==> src/rtl/rgb_to_grayscale.sv <==
// rgb_to_grayscale: 3-stage pipelined RGB -> 8-bit luma converter.
// gray = (77*R + 150*G + 29*B) >> 8. The weights sum to 256, so the
// shift is exactly 8 bits.
// Optional feature: define GRAY_ROUND_EN to add a +128 rounding term in
// stage 2, which gives round-to-nearest. Without it the result truncates
// (floor). Latency, ports and counter behaviour are the same in both builds.
// The module also counts accepted pixels and marks the last pixel of each
// IMG_W*IMG_H frame.
module rgb_to_grayscale #(
  parameter int DATA_W = 8,
  parameter int IMG_W  = 3,
  parameter int IMG_H  = 3,
  parameter int W_R    = 77,
  parameter int W_G    = 150,
  parameter int W_B    = 29,
  // A one-pixel frame still needs a 1-bit port, so the width never drops to 0.
  parameter int CNT_W  = (IMG_W * IMG_H > 1) ? $clog2(IMG_W * IMG_H) : 1
) (
  input  logic              clk,
  input  logic              rst,
  input  logic [DATA_W-1:0] red_i,
  input  logic [DATA_W-1:0] green_i,
  input  logic [DATA_W-1:0] blue_i,
  input  logic              done_i,
  output logic [DATA_W-1:0] grayscale_o,
  output logic              done_o,
  output logic              frame_done_o,
  output logic [CNT_W-1:0]  pixel_cnt_o
);

  localparam int N      = IMG_W * IMG_H;
  localparam int FRAC_W = 8;                // weights are scaled to 2^8
  localparam int PROD_W = DATA_W + FRAC_W;  // 255*256+128 still fits, no saturation
  localparam logic [CNT_W-1:0] LAST_IDX = CNT_W'(N - 1);

`ifdef GRAY_ROUND_EN
  localparam logic [PROD_W-1:0] ROUND = PROD_W'(1) << (FRAC_W - 1);
`else
  localparam logic [PROD_W-1:0] ROUND = '0;
`endif

  // Elaboration-time guard: the fixed >>8 is only a correct scale when the weights sum to 256.
  if (W_R + W_G + W_B != 256) begin : g_weight_check
    $error("rgb_to_grayscale: W_R + W_G + W_B must equal 256");
  end

  logic [PROD_W-1:0] p_r, p_g, p_b;
  logic              v1, last1;
  logic [PROD_W-1:0] sum;
  logic              v2, last2;

  // Stage 1: weight each channel and capture the valid bit and the frame-end flag.
  // NOTE: sequential state uses non-blocking (<=) so that every stage samples
  // the previous stage's value from before the edge, not one just written.
  always_ff @(posedge clk or posedge rst) begin
    if (rst) begin
      // NOTE: the data registers are reset as well as the valid bits, so
      // grayscale_o reads as 0 after reset and not as stale data.
      p_r   <= '0;
      p_g   <= '0;
      p_b   <= '0;
      v1    <= 1'b0;
      last1 <= 1'b0;
    end else begin
      v1 <= done_i;
      if (done_i) begin
        p_r   <= PROD_W'(red_i)   * PROD_W'(W_R);
        p_g   <= PROD_W'(green_i) * PROD_W'(W_G);
        p_b   <= PROD_W'(blue_i)  * PROD_W'(W_B);
        last1 <= (pixel_cnt_o == LAST_IDX);
      end
    end
  end

  // Accept-side pixel counter: it advances once per accepted pixel and wraps on the frame's last pixel.
  always_ff @(posedge clk or posedge rst) begin
    if (rst) begin
      pixel_cnt_o <= '0;
    end else if (done_i) begin
      pixel_cnt_o <= (pixel_cnt_o == LAST_IDX) ? '0 : pixel_cnt_o + CNT_W'(1);
    end
  end

  // Stage 2: add the three weighted channels and the optional rounding term.
  always_ff @(posedge clk or posedge rst) begin
    if (rst) begin
      sum   <= '0;
      v2    <= 1'b0;
      last2 <= 1'b0;
    end else begin
      v2 <= v1;
      if (v1) begin
        sum   <= p_r + p_g + p_b + ROUND;
        last2 <= last1;
      end
    end
  end

  // Stage 3: take the integer part of the sum; grayscale_o holds its value while no pixel is valid.
  always_ff @(posedge clk or posedge rst) begin
    if (rst) begin
      grayscale_o  <= '0;
      done_o       <= 1'b0;
      frame_done_o <= 1'b0;
    end else begin
      done_o       <= v2;
      frame_done_o <= v2 & last2;
      if (v2) grayscale_o <= sum[PROD_W-1:FRAC_W];
    end
  end

endmodule

==> config.mk <==
export PLATFORM = sky130hd
export DESIGN_NAME = rgb_to_grayscale
export DESIGN_NICKNAME = d
export VERILOG_FILES = /design/src/rtl/rgb_to_grayscale.sv
export SDC_FILE = /design/constraint.sdc
export NUM_CORES = 1
export LEC_CHECK = 0
export ABC_AREA = 1
export CORE_ASPECT_RATIO = 0.6
export CORE_MARGIN = 5
export CORE_UTILIZATION = 25
export CTS_BUF_LIST = sky130_fd_sc_hd__clkbuf_4 sky130_fd_sc_hd__clkbuf_8
export DETAILED_ROUTE_END_ITERATION = 7
export PLACE_DENSITY = 0.49
export SLEW_MARGIN = 20
export SYNTH_ARGS = -nofsm -noshare
export SYNTH_HDL_FRONTEND = slang
export SYNTH_SLANG_ARGS = --single-unit
==> constraint.sdc <==
create_clock -name clk -period 4.2 [get_ports clk]
set_input_delay 0.84 -clock clk [delete_from_list [all_inputs] [get_ports clk]]
set_output_delay 0.84 -clock clk [all_outputs]
set_load 0.01 [all_outputs]
# After elaboration in Yosys (flattened, before gate mapping)
# Index checks and enable logic that the tools add are counted.
dict set report word_totals {
  ff_bits 77
  output_inout_bits 14
}
dict set report op_classes {
  eq_ne 1
  n_addsub 3
  bitwise_logic 1
  muxes 1
  n_mul 3
}
# cell n
set ops {}
lappend ops {{8-bit by 7-bit multiplier with 15-bit output, second input constant} 2}
lappend ops {{15-bit by 16-bit adder with 16-bit output} 1}
lappend ops {{16-bit by 13-bit adder with 16-bit output} 1}
lappend ops {{8-bit by 5-bit multiplier with 13-bit output, second input constant} 1}
lappend ops {{4-bit by 1-bit adder with 4-bit output, second input constant} 1}
lappend ops {{4-bit equality test, second input constant} 1}
lappend ops {{4-bit 2-to-1 mux} 1}
lappend ops {{1-bit AND} 1}

# Logic depth before layout (Yosys ltp)
dict set report depth {
  depth_word 2
  depth_mapped 16
  mapped_depth_nobuf 16
}

# Worst setup path after synthesis
# No wires, ideal clock.
dict set report synth_timing {
  path_type {input to register}
  from {input port green_i[4]}
  to {register p_g[10]}
  n_path_buf 0
  cell_stages 14
  arrival_ns 3.386
  required_ns 4.071
  slack_ns 0.684
  path_cell_list {ha_1 > ha_1 > inv_1 > fa_1 > fa_1 > inv_1 > ha_1 > nand2_1 > inv_1 > nand2_1 > nand2_1 > a21oi_1 > xor2_1 > o21ai_1}
}
dict set report synth_via {
  elab_chain_len 1
}
# item line
set synth_rtl {}
lappend synth_rtl {{start: declaration} 22} ;# input logic [DATA_W-1:0] green_i,
lappend synth_rtl {{8-bit by 7-bit multiplier with 15-bit output} 68} ;# p_g <= PROD_W'(green_i) * PROD_W'(W_G);
lappend synth_rtl {{end signal: assignment} 68}
lappend synth_rtl {{end: declaration} 47} ;# logic [PROD_W-1:0] p_r, p_g, p_b;
# No other way between the ends.
# A chain may end at the register's enable or synchronous reset.

# Final worst setup path
dict set report layout_timing {
  from {input port red_i[4]}
  to {register p_r[12]}
}
dict set report layout_via {
  elab_chain_len 1
}
# item line
set layout_rtl {}
lappend layout_rtl {{start: declaration} 21} ;# input logic [DATA_W-1:0] red_i,
lappend layout_rtl {{8-bit by 7-bit multiplier with 15-bit output} 67} ;# p_r <= PROD_W'(red_i) * PROD_W'(W_R);
lappend layout_rtl {{end signal: assignment} 67}
lappend layout_rtl {{end: declaration} 47}
# No other way between the ends.

==> key figures <==
Run status
  • Status: complete, no violations

STA
  • Slew HR: 48.8%
  • Hold_ws: a little under 0.5 ns
  • RSZ-0062 raised after global routing: false
  • Final worst path period share: about nine tenths
  • Worst Skew: 0.0111 ns
  • Hold Vio Cnt, Final: 0
  • Final Max Tran Viols: 0
  • Least-Margin Pin Slew: 0.767 ns
  • Fin Setup TNS: 0 ns
  • Fmax: 263 MHz
  • Setup-failing EPs final: 0
  • Post-layout min period: 3.80 ns

Synth
  • Syn nets: 1019
  • Post-Synthesis Cell Area: about 6600 um^2
  • Synthesized area per cell: 7.92 um^2
  • Register area share after synthesis: 26.0%
  • Top FF cell, synth: dfrtp_1
  • EDFF count, synth: 0
  • Cell count after synthesis: 839
  • Cell variety after synth: 33
  • Register bit count reported by yosys: 69
  • Post-synthesis async set-or-reset flop share: 100%
  • Ys Warns: 0

Clock network
  • CTS Buf Count: 9
  • Root Driver: clkbuf_8
  • Worst skew pair latency: around 0.36 ns
  • Post-CTS setup repair buffer count: 0
  • Clock Pin Slew Worst Setup and Hold Paths: roughly 0.080 ns
  • Clk sinks: 69
  • Hold Buf Count CTS: 0
  • Post-cts resize count: 0
  • CTS tree: yes
  • H-Tree Depth: 3
  • Clk buf depth: 2

Pwr
  • Leak: approximately 4.2 nW
  • Combinational power share: 64.8%
  • Peak supply drop: 0.301 mV
  • Int Power: 2.49 mW
  • Switching power share of the total: between 40 and 50%
  • Power share of the clock group: 13.1%
  • Seq pwr share: 22.1%
  • Power density cells: 622 nW/um^2
  • Sw Pwr: 2.39 mW

Worst setup path
  • CP startpoint kind: input port
  • CP Capture Type: register
  • Critical Path AT: 4.06 ns
  • R2R Setup Slk: 1.91 ns
  • Slowest Stage Delay on Critical Path: 0.51 ns
  • CP dominant cell by count: ha_1
  • Crit Path Category: in2reg
  • WP data required: 4.46 ns
  • WP buf/inv: 3
  • CP delay by family, top: adder cells
  • Reg2reg end: sum[14]
  • Reg-to-reg startpoint: p_r[9]
  • Cell count of the worst reg-to-reg path: 8
  • Critical Path Slowest Stage Cell: fa_1
  • Critical-path cell list: clkdlybuf4s50_1, ha_1, ha_1, inv_1, fa_1, fa_1, inv_1, ha_1, nand2_1, a21oi_1, o21ai_0, nand4_1, nand3_1, nand2_1
  • Worst Path Max Fanout: 5

Place
  • Placed wire-length estimate: 13300 um
  • PortBufs: 40
  • Post-Place Cell Area: ~7600 um^2
  • Final Wtd Congestion: between 0.8 and 0.9

Finish
  • Antenna diodes: 0
  • P&R area growth vs syn: 17.8%
  • Layout Nets: 1079
  • Fill cells: 2878
  • Layout cells sized above 1: 6.31%
  • Final Cell Area: 7830 um^2
  • Layout Utilization: approximately 30%

Floorplan
  • Die Wd: 221 um
  • Row Count: 46
  • I/O pin cnt: 41
  • Die ar.: roughly 30000 um^2
  • Core Box Area: 26300 um^2
  • Initial core utilization: between 20% and 30%
  • Die Ht: 136 um

Detailed routing
  • Vias per Instance: 4.15
  • Via count: around 5300
  • Drt pass-1 iters: 6
  • Detail Route Antenna Nets: 0
  • Iteration-0 DRC Markers: about 400
  • DRC viols: 0
  • DR WL/cell: about 13 um
  • Total wire length: 15900 um

GRT
  • Initial antenna violation count: 0
  • First-pass GRT wire length: between 20000 and 30000 um
  • GRT Resource Usage Total: 11.3%
  • Largest net degree at the start of global routing: 51
  • GRT overflow: 0
  • Vias in the first global route: 5090

Worst hold path
  • Type of the tightest min-delay check: reg2reg
  • Hold path depth: 2
  • Hold path start: sum[12]
  • Hold Path End: sum[12]

Flow run
  • # Max-Cap Violations: 0
## sequential cells by signal (all words and copies together) (netlist names), 4 cells and up
signal and cells:
sum 8, grayscale_o 8, pixel_cnt_o 4, p_r 15, p_g 15, p_b 13
## cells in the final DEF (no fill, tap or decap), drive strengths merged, types with 2 or more instances in the layout
master / instances
nand2: 224
inv: 152
ha: 115
dfrtp: 69
nand3: 55
nor2: 47
clkdlybuf4s50: 39
fa: 38
a21oi: 35
o21ai: 35
buf: 21
clkbuf: 11
nand4: 9
a31oi: 8
mux2: 8
nor3: 8
xnor2: 7
xor2: 5
clkinvlp: 3
and2: 2
o22ai: 2
o21a: 2
o21bai: 2
bufinv: 2
## worst min-delay path, stage by stage, from the launching register on
cell and delay (ns):
dfrtp_1 0.35, nand2_1 0.05, nand2_1 0.05
## worst max path at each step
stage | startpoint | end | depth (start not counted)
4_1_cts | blue_i[3] | p_b[9] | 14
6_report | red_i[4] | p_r[12] | 14
3_5_place_dp | blue_i[3] | p_b[9] | 14
3_3_place_gp | blue_i[3] | p_b[9] | 14
2_1_floorplan | green_i[4] | p_g[10] | 14
5_1_grt | green_i[5] | p_g[13] | 14
## cell usage after synthesis (all sizes together) (5+ instances only)
cell | count | area, um^2
a21oi | 35 | 179
a31oi | 8 | 50.1
buf | 5 | 25.0
clkbuf | 6 | 22.5
dfrtp | 69 | 1730
fa | 38 | 761
ha | 115 | 1440
inv | 152 | 571
mux2 | 8 | 90.1
nand2 | 224 | 848
nand3 | 55 | 275
nand4 | 9 | 56.3
nor2 | 47 | 179
nor3 | 8 | 50.1
o21ai | 35 | 183
xnor2 | 7 | 61.3
xor2 | 5 | 43.8
## layer usage
layer  vias up  routed length [um]  track usage [%]
met5         -                   0                0
met4         0                  95             1.55
met3        10                 782             3.14
met2        75                5340             13.6
met1      2362                9680             19.4
li1       2804                   -                -
## layout make-up
cell class	instances	area [um^2]	share of cell area [%]
clock buffers	11	151	1.93
repair buffers	60	546	6.97
inverters	153	574	7.33
flip-flops and latches	69	1730	22.0
multi-input cells	606	4300	54.9
well taps	360	450	5.75
clock inverters	5	82.6	1.05
## per-stage QoR
step | std cells | power (mW) | setup slack [ns]
after global routing | 1264 | 5.48 | 0.242
after CTS | 1264 | 4.91 | 0.438
after floorplan | 839 | 3.33 | 0.684
after global placement | 1248 | 4.22 | 0.0244
after detailed placement | 1248 | 4.24 | 0.0388
final | 1264 | 4.87 | 0.401
## power groups by stage
stage	combinational [mW]	sequential (mW)	clock [mW]
2_1_floorplan	2.27	1.06	0
3_3_place_gp	3.13	1.10	0
3_5_place_dp	3.14	1.10	0
4_1_cts	3.16	1.08	0.661
5_1_grt	3.67	1.11	0.696
6_report	3.16	1.08	0.638
## kinds of logic after synthesis
kind of cell               Yosys count  share of synthesized area, %
and+or+nand+nor                    346                          21.5
buffers and inverters              164                          9.35
adders and majority gates          153                          33.1
AOI/OAI and AO/OA                   87                          7.19
DFF                                 69                          26.0
xor gates and xnor gates            12                          1.58
muxes                                8                          1.35
Note: power is estimated with default switching activity, not from simulation.
==> RTL change 1: new RTL, same flow settings <==
Make the reset (`rst`) synchronous in 4 clocked blocks.
--- a/src/rtl/rgb_to_grayscale.sv
+++ b/src/rtl/rgb_to_grayscale.sv
@@ -54,3 +54,3 @@
   // the previous stage's value from before the edge, not one just written.
-  always_ff @(posedge clk or posedge rst) begin
+  always_ff @(posedge clk) begin
     if (rst) begin
@@ -75,3 +75,3 @@
   // Accept-side pixel counter: it advances once per accepted pixel and wraps on the frame's last pixel.
-  always_ff @(posedge clk or posedge rst) begin
+  always_ff @(posedge clk) begin
     if (rst) begin
@@ -84,3 +84,3 @@
   // Stage 2: add the three weighted channels and the optional rounding term.
-  always_ff @(posedge clk or posedge rst) begin
+  always_ff @(posedge clk) begin
     if (rst) begin
@@ -99,3 +99,3 @@
   // Stage 3: take the integer part of the sum; grayscale_o holds its value while no pixel is valid.
-  always_ff @(posedge clk or posedge rst) begin
+  always_ff @(posedge clk) begin
     if (rst) begin
Formal check against the unedited RTL: differs if rst is asserted again (counterexample within 4 cycles, from zero or initial values and one cycle with rst high); with rst held inactive, the same outputs for 10 cycles.
==> RTL change 1 against the original RTL <==
- setup slack got worse by 66 ps
- total power shrank 35%
- combinational power fell by 47%
- count of clock-buffer cells in the layout shrank 1
- cell area rose by 0.18%
- sequential cell count unchanged
- routed wire length up 0.35%
- area after synthesis shrank 0.11%
- critical endpoint is now p_r[12]
- largest cell class unchanged
==> RTL change 1: results (changes against the original RTL) <==
Global route
  • Routing usage on met1: 18.9% (was 19.4%)
  • Met2 usage: 14.2% (was 13.6%)

Synth
  • Post-synthesis adder-cell area fraction: 33.1% (about the same)
  • Post-synthesis xor/xnor area fraction: 1.98% (was 1.58%)
  • Asr flop ratio synth: 0% (was 100%)
  • Ys flop type: dfxtp_1 (was dfrtp_1)
  • Post-Synthesis Cells: 920 (was 839)
  • Sequential fraction of the synthesis area: 20.8% (was 26.0%)
  • Commonest cells in the netlist: inv_1 (180), nand2_1 (154), nor2_1 (120) (was nand2_1 (221), inv_1 (150), ha_1 (115))
  • Compound-Gate Fraction of Synth Area: 9.63% (was 7.19%)

Cells and area
  • Layout fillers: 2871 (was 2878)
  • Non-clock buffer share: 7.24% (was 6.97%)
  • ClkCell Share: 3.38% (was 2.99%)
  • Clock buffer count: 10 (was 11)

Power
  • VDD IR max: 0.000175 V (was 0.000301 V)
  • Sequential share of power: 24.9% (was 22.1%)
  • Combinational power: 1.67 mW (was 3.16 mW)
  • Pleak: 4.20 nW (was 4.18 nW)

Routing
  • DRT met1 WL: 9.58 mm (was 9.68 mm)
  • First drt pass iteration count: 5 (was 6)
  • Detail Route met2 WL: 5.52 mm (was 5.34 mm)

Placed design
  • Dpl hpwl: 13.2 mm (was 13.3 mm)

STA
  • Layout Skew: 9.76 ps (was 11.1 ps)

Worst setup path
  • Arr. time, crit path: 4120 ps (was 4060 ps)

Outcome
  • Status: completed (unchanged)
[RTL change 1: path summary, 6_finish.rpt]
check,start,end,slack (ps),cells past startpoint
max,red_i[4],p_r[12],340,17
min,last2,frame_done_o,440,2
max reg2reg,p_r[9],sum[14],1930,8
min reg2reg,last2,frame_done_o,440,2
[RTL change 1: metrics by stage]
step	cell area (um2)	worst slack (ps)	power (mW)	TNS, ps
6_report	7850	336	3.19	0
2_1_floorplan	6640	678	2.01	0
3_3_place_gp	7580	17.2	2.47	0
5_1_grt	7850	104	3.53	0
4_1_cts	7850	327	3.21	0
3_5_place_dp	7580	-36.4	2.46	-36.4
[RTL change 1: worst reg2reg max path: stages (launching register included)]
cell and delay [ps]:
dfxtp_1 340, fa_1 490, ha_1 410, a21oi_1 340, nand2_1 130, a21oi_1 200
a21oi_1 90, nor2_1 120, nor2_1 50
==> RTL change 2: new RTL, config.mk and constraints unchanged <==
Made on the original files. Change the parameter `IMG_W` from 3 to 6.
--- a/src/rtl/rgb_to_grayscale.sv
+++ b/src/rtl/rgb_to_grayscale.sv
@@ -10,3 +10,3 @@
   parameter int DATA_W = 8,
-  parameter int IMG_W  = 3,
+  parameter int IMG_W  = 6,
   parameter int IMG_H  = 3,
Interface: changed (resized pixel_cnt_o); port bits go from 41 to 42. The function was not compared with the original's and may differ.
==> RTL change 2 against the original RTL <==
- total power is 1.0% lower
- critical endpoint is now p_r[10]
- critical path type unchanged
- area after synthesis is 1.8% higher
- synthesized cell count is 3.2% higher
- critical path depth is 1 lower
- count of clock-buffer cells in the layout stayed put
- largest power group unchanged
- cell count is 2.2% higher
- routed wire length is 1.6% higher
- largest cell class unchanged
- sequential cell count is 1 higher
- cell area is 1.3% higher
- setup slack worse by 40 ps
==> RTL change 2: results (changes against the original RTL) <==
Outcome
  • Status: completed (unchanged)

Routing
  • Via count: 5415 (was 5251)
  • Detail Route met2 WL: 5.52 mm (was 5.34 mm)
  • First drt pass iteration count: 5 (was 6)
  • DRT met1 WL: 9.83 mm (was 9.68 mm)
  • Met3 routed WL: 725 um (was 782 um)
  • Drt wl/cell: 12.5 um (was 12.6 um)

Cells and area
  • ClkCell Share: 2.43% (was 2.99%)
  • Fraction of area in multi-input gates: 54.4% (was 54.9%)
  • Layout fillers: 2836 (was 2878)
  • Comb_multi_in: 613 (was 606)
  • Non-clock buffer share: 7.25% (was 6.97%)
  • Invs w/o clock: 171 (was 153)
  • Diode count: 1 (was 0)
  • Layout cell share with drive strength beyond 1: 5.91% (was 6.31%)

Global route
  • Routing usage on met1: 19.2% (was 19.4%)
  • M3 GR Usage: 2.66% (was 3.14%)
  • First-pass GRT wire length: 28.2 mm (was 27.0 mm)
  • Total GRT Usage: 11.3% (about the same)
  • Met2 usage: 14.2% (was 13.6%)
  • Largest net degree at the start of global routing: 71 (was 51)

Synth
  • Synth Net Count: 1046 (was 1019)
  • Netlist cell types: 31 (was 33)
  • Synth area leaders: dfrtp_1 (26%), ha_1 (21%), nand2_1 (13%), fa_1 (11%), inv_1 (9.3%) (was dfrtp_1 (26%), ha_1 (22%), nand2_1 (12%), fa_1 (11%), inv_1 (8.5%))
  • Commonest cells in the netlist: nand2_1 (227), inv_1 (168), ha_1 (115) (was nand2_1 (221), inv_1 (150), ha_1 (115))
  • Synth Register Bits: 70 (was 69)

Worst setup path
  • Worst path slowest cell: clkdlybuf4s50_1 (was fa_1)
  • Setup crit start: red_i[5] (was red_i[4])
  • Crit path to: p_r[10] (was p_r[12])
  • Arr. time, crit path: 4120 ps (was 4060 ps)
  • Worst stage delay on the critical path: 550 ps (was 510 ps)
  • R2R Setup Slk: 1880 ps (was 1910 ps)

Placed design
  • Gpl congestion: 0.870 (was 0.888)
  • Count of input and output buffers: 41 (was 40)
  • Dpl hpwl: 13.5 mm (was 13.3 mm)

Power
  • Pleak: 4.29 nW (was 4.18 nW)
  • VDD IR max: 0.000301 V (about the same)

Min path
  • Hold wc startpoint: last2 (was sum[12])
  • Hold worst-path end: frame_done_o (was sum[12])

STA
  • Hold WS: 468 ps (was 482 ps)
  • Layout Skew: 8.98 ps (was 11.1 ps)
  • FMAX: 261 MHz (was 263 MHz)
RTL change 2: changes by cell type after synthesis, sizes merged, moves of 2 or more:
cell / before / now
nand4: 9 / 11
inv: 152 / 170
a31oi: 8 / 10
xor2: 5 / 3
nor2: 47 / 50
clkbuf: 6 / 8
nand2: 224 / 229
nand3: 55 / 53
RTL change 2: power breakdown:
part,switching [mW],internal (mW)
Clock,0.262,0.292
Sequential,0.181,0.913
Combinational,1.95,1.22
RTL change 2: logic make-up (layout without fill, tap and decap cells):
group                      after synthesis  after routing  synth area share (%)
and+or+nand+nor                        352            352                  21.4
buffers and inverters                  183            248                  10.3
adders and majority gates              153            153                  32.5
AOI/OAI and AO/OA                       89             89                  7.19
DFF                                     70             70                  25.9
xor gates and xnor gates                11             11                  1.42
muxes                                    8              8                  1.33
other                                    0              1                     0
RTL change 2: through the flow:
stage,area (um2),utilization [%],cells
floorplan,6770,-,866
global placement,7740,29.2,1276
detailed placement,7740,29.2,1276
CTS,7930,29.9,1291
global route,7930,29.9,1291
finish,7930,29.9,1292
